File: src/rtl/clk_div_pkg.sv
// Shared types and constants for the programmable clock divider.
// Settings records are sized for the widest ratio so every channel width shares one type.
package clk_div_pkg;

  localparam int W_DEF     = 8;
  localparam int MAX_W     = 16;
  localparam int MIN_RATIO = 2;

  typedef enum logic {
    ST_IDLE,
    ST_RUN
  } ch_state_e;

  typedef struct packed {
    logic [MAX_W-1:0] n;
    logic [MAX_W-1:0] h;
  } settings_t;

  // Ratios below the minimum would give a degenerate one-cycle clock.
  function automatic logic [MAX_W-1:0] eff_period(input logic [MAX_W-1:0] n);
    return (n < MAX_W'(MIN_RATIO)) ? MAX_W'(MIN_RATIO) : n;
  endfunction

endpackage

File: src/rtl/clk_div_if.sv
// Control/status bundle for all divider channels; fields packed per channel at [c*W +: W].
interface clk_div_if #(
  parameter int CH = 4,
  parameter int W  = 8
);
  logic [CH-1:0]   en;
  logic [CH-1:0]   load;
  logic [CH*W-1:0] div;
  logic [CH*W-1:0] hi;
  logic [CH-1:0]   clk_out;
  logic [CH-1:0]   tick;
  logic [CH-1:0]   pend;

  modport master (output en, load, div, hi, input clk_out, tick, pend);
  modport slave  (input en, load, div, hi, output clk_out, tick, pend);
endinterface

File: src/rtl/clk_div_ch.sv
// One divider channel: active/shadow settings, period counter, registered clock and tick.
// New settings only take effect at a period boundary, so no runt periods are produced.
module clk_div_ch
  import clk_div_pkg::*;
#(
  parameter int W = W_DEF
) (
  input  logic      clk,
  input  logic      rst_n,
  input  logic      en_i,
  input  logic      load_i,
  input  settings_t cfg_i,
  output logic      clk_out_o,
  output logic      tick_o,
  output logic      pend_o
);

  ch_state_e    state_q, state_d;
  settings_t    act_q, act_d;
  settings_t    shd_q, shd_d;
  logic [W-1:0] cnt_q, cnt_d;
  logic         pend_q, pend_d;
  logic         clk_q, clk_d;
  logic         tick_q, tick_d;
  logic         wrap, restart, apply;

  always_ff @(posedge clk or negedge rst_n) begin
    if (!rst_n) begin
      state_q <= ST_IDLE;
      act_q   <= '0;
      shd_q   <= '0;
      cnt_q   <= '0;
      pend_q  <= 1'b0;
      clk_q   <= 1'b0;
      tick_q  <= 1'b0;
    end else begin
      state_q <= state_d;
      act_q   <= act_d;
      shd_q   <= shd_d;
      cnt_q   <= cnt_d;
      pend_q  <= pend_d;
      clk_q   <= clk_d;
      tick_q  <= tick_d;
    end
  end

  always_comb begin
    state_d = state_q;
    unique case (state_q)
      ST_IDLE: if (en_i)  state_d = ST_RUN;
      ST_RUN:  if (!en_i) state_d = ST_IDLE;
      default:            state_d = ST_IDLE;
    endcase

    wrap    = (state_q == ST_RUN) &&
              (MAX_W'(cnt_q) == eff_period(act_q.n) - MAX_W'(1));
    // Disable, first enabled cycle and wrap are all period boundaries.
    restart = !en_i || (state_q != ST_RUN) || wrap;
    apply   = pend_q && restart;

    act_d   = apply ? shd_q : act_q;
    shd_d   = load_i ? cfg_i : shd_q;
    pend_d  = load_i || (pend_q && !apply);
    cnt_d   = restart ? '0 : cnt_q + W'(1);

    // Outputs are computed from next-state so they line up with the visible count.
    tick_d  = en_i && (cnt_d == '0);
    clk_d   = en_i && (MAX_W'(cnt_d) < act_d.h);
  end

  assign clk_out_o = clk_q;
  assign tick_o    = tick_q;
  assign pend_o    = pend_q;

endmodule

File: src/rtl/clk_div_prog.sv
// Multi-channel programmable clock divider: slices the packed bus into per-channel settings.
module clk_div_prog
  import clk_div_pkg::*;
#(
  parameter int CH = 4,
  parameter int W  = W_DEF
) (
  input logic     clk,
  input logic     rst_n,
  clk_div_if.slave bus
);

  logic [CH-1:0] clk_out_w;
  logic [CH-1:0] tick_w;
  logic [CH-1:0] pend_w;

  for (genvar g = 0; g < CH; g++) begin : g_ch
    settings_t cfg;
    assign cfg.n = MAX_W'(bus.div[g*W +: W]);
    assign cfg.h = MAX_W'(bus.hi[g*W +: W]);

    clk_div_ch #(.W(W)) u_ch (
      .clk      (clk),
      .rst_n    (rst_n),
      .en_i     (bus.en[g]),
      .load_i   (bus.load[g]),
      .cfg_i    (cfg),
      .clk_out_o(clk_out_w[g]),
      .tick_o   (tick_w[g]),
      .pend_o   (pend_w[g])
    );
  end

  assign bus.clk_out = clk_out_w;
  assign bus.tick    = tick_w;
  assign bus.pend    = pend_w;

endmodule

File: src/flat_wrapper.sv
// flat-port wrapper written by rule: the top's interface ports become plain ports
module clk_div_prog_flat import clk_div_pkg::*;
#(
  parameter int CH = 4,
  parameter int W  = W_DEF
)
  (clk, rst_n, bus_en, bus_load, bus_div, bus_hi, bus_clk_out, bus_tick, bus_pend);
  clk_div_if #(.CH(CH), .W(W)) bus_i ();
  input logic clk;
  input logic rst_n;
  input wire logic [$bits(bus_i.en)-1:0] bus_en;
  input wire logic [$bits(bus_i.load)-1:0] bus_load;
  input wire logic [$bits(bus_i.div)-1:0] bus_div;
  input wire logic [$bits(bus_i.hi)-1:0] bus_hi;
  output wire logic [$bits(bus_i.clk_out)-1:0] bus_clk_out;
  output wire logic [$bits(bus_i.tick)-1:0] bus_tick;
  output wire logic [$bits(bus_i.pend)-1:0] bus_pend;
  assign bus_i.en = bus_en;
  assign bus_i.load = bus_load;
  assign bus_i.div = bus_div;
  assign bus_i.hi = bus_hi;
  assign bus_clk_out = bus_i.clk_out;
  assign bus_tick = bus_i.tick;
  assign bus_pend = bus_i.pend;
  clk_div_prog #(.CH(CH), .W(W)) u_core (.clk(clk), .rst_n(rst_n), .bus(bus_i));
endmodule
File: config.mk
export PLATFORM = sky130hd
export DESIGN_NAME = clk_div_prog_flat
export DESIGN_NICKNAME = d
export VERILOG_FILES = /design/src/rtl/clk_div_pkg.sv /design/src/rtl/clk_div_if.sv /design/src/rtl/clk_div_ch.sv /design/src/rtl/clk_div_prog.sv /design/src/flat_wrapper.sv
export SDC_FILE = /design/constraint.sdc
export NUM_CORES = 1
export LEC_CHECK = 0
export BUFFER_PORTS_ARGS = -buffer_cell sky130_fd_sc_hd__clkbuf_2
export CELL_PAD_IN_SITES_DETAIL_PLACEMENT = 0
export CELL_PAD_IN_SITES_GLOBAL_PLACEMENT = 1
export CORE_MARGIN = 3
export CORE_UTILIZATION = 41
export DETAILED_ROUTE_END_ITERATION = 8
export PLACE_DENSITY_LB_ADDON = 0.08
export SLEW_MARGIN = 20
export SYNTH_ARGS = -nofsm -noshare
export SYNTH_HDL_FRONTEND = slang
export SYNTH_SLANG_ARGS = --single-unit
export TNS_END_PERCENT = 50
File: constraint.sdc
create_clock -name clk -period 4.8 [get_ports clk]
set_clock_uncertainty 0.05 [all_clocks]
set_input_delay 0.72 -clock clk [delete_from_list [all_inputs] [get_ports clk]]
set_output_delay 0.72 -clock clk [all_outputs]
set_load 0.005 [all_outputs]
==> impl_metrics.ini <==
[die]
die_w_um = 164.8
die_area_sq_mm = 0.02715
coreArea_sq_mm = 0.02453
die_y_um = 164.8
io_pins = 86
initial_core_util_pct = 42.13
core.rowCount = 57

[placed_design]
routabilityCongestion = 0.8217
preCtsSetupSlack_ns = 0.01197
hpwlAfterDp_um = 15340
place_area_sq_mm = 0.01104
io_buffers = 85
place_inst = 1247

[clocking]
root_buffer = clkbuf_16
tritoncts = built
numCtsBuffers = 25
clockBufferDepth = 3
clk_pin_slew_worst_paths_ns = 0.06
clock-sinks = 208
clock_latency_ns = 0.51
cts_setup_buffers = 0
htreeDepth = 1

[yosys]
yosys_warnings = 0
ys_types = 68
ys.flop_type = dfrtp_1
ys_async_sr_fraction_pct = 100.0
yosys-top-cells-area = dfrtp_1 (50%), mux2_2 (9.9%), ha_1 (4.4%)
synthTopCellsByCount = dfrtp_1 (208), mux2_2 (91), nor2_1 (55), ha_1 (36), xnor2_1 (33)
yosysSeqAreaShare_pct = 50.36
synth-edff-count = 0
netlist_instances = 870
synth_most_common_cell = dfrtp_1
synth_nets = 980
avgSynthCellArea_sq_um = 11.88
netlist_area_sq_mm = 0.01034
synth.largest_area_cell = dfrtp_1
synth_top_area_share_pct = 50.36
ys_ff_latch = 208

[worst_hold_path]
hold_class = input pin to async pin

[routing]
first_pass_iters = 4
drt_iter0_markers = 373
drc = 0
viasPerCell = 5.221
routed_wirelength_um = 21220
ant_nets = 0
wl_per_cell_um = 16.45
dr_total_vias = 6735

[timing]
post-route-period-util_pct = 93.39
period_minus_slack_ns = 4.483
timing.fmax_mhz = 223.1
relSlewSlack_pct = 47.21
finalMaxSlewViolations = 0
tightest_slew_ns = 0.7871
holdWs_ns = 0.1635
hold_violations = 0
tns_ns = 0
setup_viol = 0
worst_slack_ns = 0.3174

[global_routing]
grt_usage_pct = 16.11
grt_max_degree = 89
grt-ovfl-total = 0
grt_first_pass_wirelength_um = 35850
grt_pass1_vias = 7012
antenna_found_initial = 0

[power]
ir_drop_mv = 0.2451
p_per_area_mw_per_mm2 = 394.0
p_leak_nw = 5.493
power_mw = 4.687

[run_status]
outcome = completed

[final_layout]
post-route-util_pct = 48.48
synthToLayoutAreaGrowth_pct = 15.07
diodes = 0
stdcell_count = 1290
drive_gt1_share_pct = 28.26
fin_nets = 1060
fillCellCount = 2261
seq_area_sq_mm = 0.005205
stdcell_area_sq_mm = 0.01189
multi_input_area_sq_mm = 0.004803

[setup_path]
end_kind = flop
cp_top_family = compound AO/OA/AOI/OAI gates
worstPathCellList = or4_1, o41ai_4, ha_1, nor3b_1, a21oi_1, a311oi_2, nand4_1, o31ai_4, buf_6, mux2i_1, ha_1, a21oi_1, nor2b_1, o21ai_0, nand4b_1, nor2_1, o22ai_1, o22ai_1
crit_slowest_cell = or4_1
path_buf_inv = 1
cpPeakStageDelay_ns = 0.62
start_kind = flop
critPathArrivalTime_ns = 4.87
critPathRequiredTime_ns = 5.18
crit_fanout = 12
critPathKind = flop to flop

[flow_run]
maxCapViolCount = 0
[kinds of logic (layout without fill, tap and decap cells)]
logic type,count (synthesis),in the layout,share of synthesized area (%)
and+or+nand+nor,225,225,11.77
DFF,208,208,50.36
muxes,150,150,16.98
AOI/OAI and AO/OA,112,112,7.723
buffers and inverters,80,176,3.680
xor gates and xnor gates,59,59,5.133
adders and majority gates,36,36,4.358
[flip-flops by register name (all words and copies together), names as in the netlist]
register,cells
u_core.g_ch.u_ch.act_q,96
u_core.g_ch.u_ch.clk_out_o,4
u_core.g_ch.u_ch.cnt_q,32
u_core.g_ch.u_ch.pend_o,4
u_core.g_ch.u_ch.shd_q,64
u_core.g_ch.u_ch.state_q,4
u_core.g_ch.u_ch.tick_o,4
[layout by cell type (no fill, tap or decap), drive strengths merged, types with 4 or more instances in the layout]
cell     instances
dfrtp          208
mux2           119
clkbuf         118
nor2            55
ha              36
xnor2           33
mux2i           31
nand2           31
inv             30
and2            28
xor2            25
o21ai           25
a21oi           21
nand3           19
buf             18
nor2b           17
nor4            12
and3            10
or4             10
nand4            9
nor3             9
o31ai            8
or3              7
a31oi            7
clkinv           7
nand4b           5
o2111ai          4
o22ai            4
o211ai           4
a21o             4
o41ai            4
nor3b            4
[routing by layer]
| metal | wire (um) | global-route usage, % |
|---|---|---|
| met2 | 9938 | 26.18 |
| met5 | 0 | 0 |
| met3 | 769 | 2.634 |
| met1 | 10010 | 22.34 |
| met4 | 506 | 4.613 |
[power breakdown]
part           total [mW]  internal (mW)  switching, mW
clock                1.84           1.13          0.711
sequential           2.11           1.93          0.175
combinational       0.740          0.393          0.347
total                4.69           3.45           1.23
[layout make-up]
cell class / instances / share of cell area [%]
Inverter: 30 / 0.9468
Clock buffer: 33 / 5.596
Multi-Input combinational cell: 582 / 40.39
Clock inverter: 10 / 1.084
Sequential cell: 208 / 43.76
Tap cell: 324 / 3.408
Timing Repair Buffer: 103 / 4.818
[final timing paths]
kind,startpoint,to,slack (ns),cells past startpoint
setup / recovery,u_core.g_ch[3].u_ch.act_q[22],u_core.g_ch[3].u_ch.clk_out_o,0.32,18
hold / removal,rst_n,u_core.g_ch[0].u_ch.cnt_q[6],0.16,1
setup reg to reg,u_core.g_ch[3].u_ch.act_q[22],u_core.g_ch[3].u_ch.clk_out_o,0.32,18
hold reg to reg,u_core.g_ch[0].u_ch.act_q[14],u_core.g_ch[0].u_ch.act_q[14],0.43,1
max in group asynchronous,rst_n,u_core.g_ch[0].u_ch.clk_out_o,3.47,2
min in group clk,bus_en[0],u_core.g_ch[0].u_ch.state_q,0.36,1
[what timing repair did]
action | in CTS | in global routing
pin swaps | 0 | 0
gates resized for setup | 1 | 9
gates cloned | 0 | 0
hold buffers | 0 | 0
endpoints found under the setup margin | 1 | 4
Power figures use the tool's default switching activity.
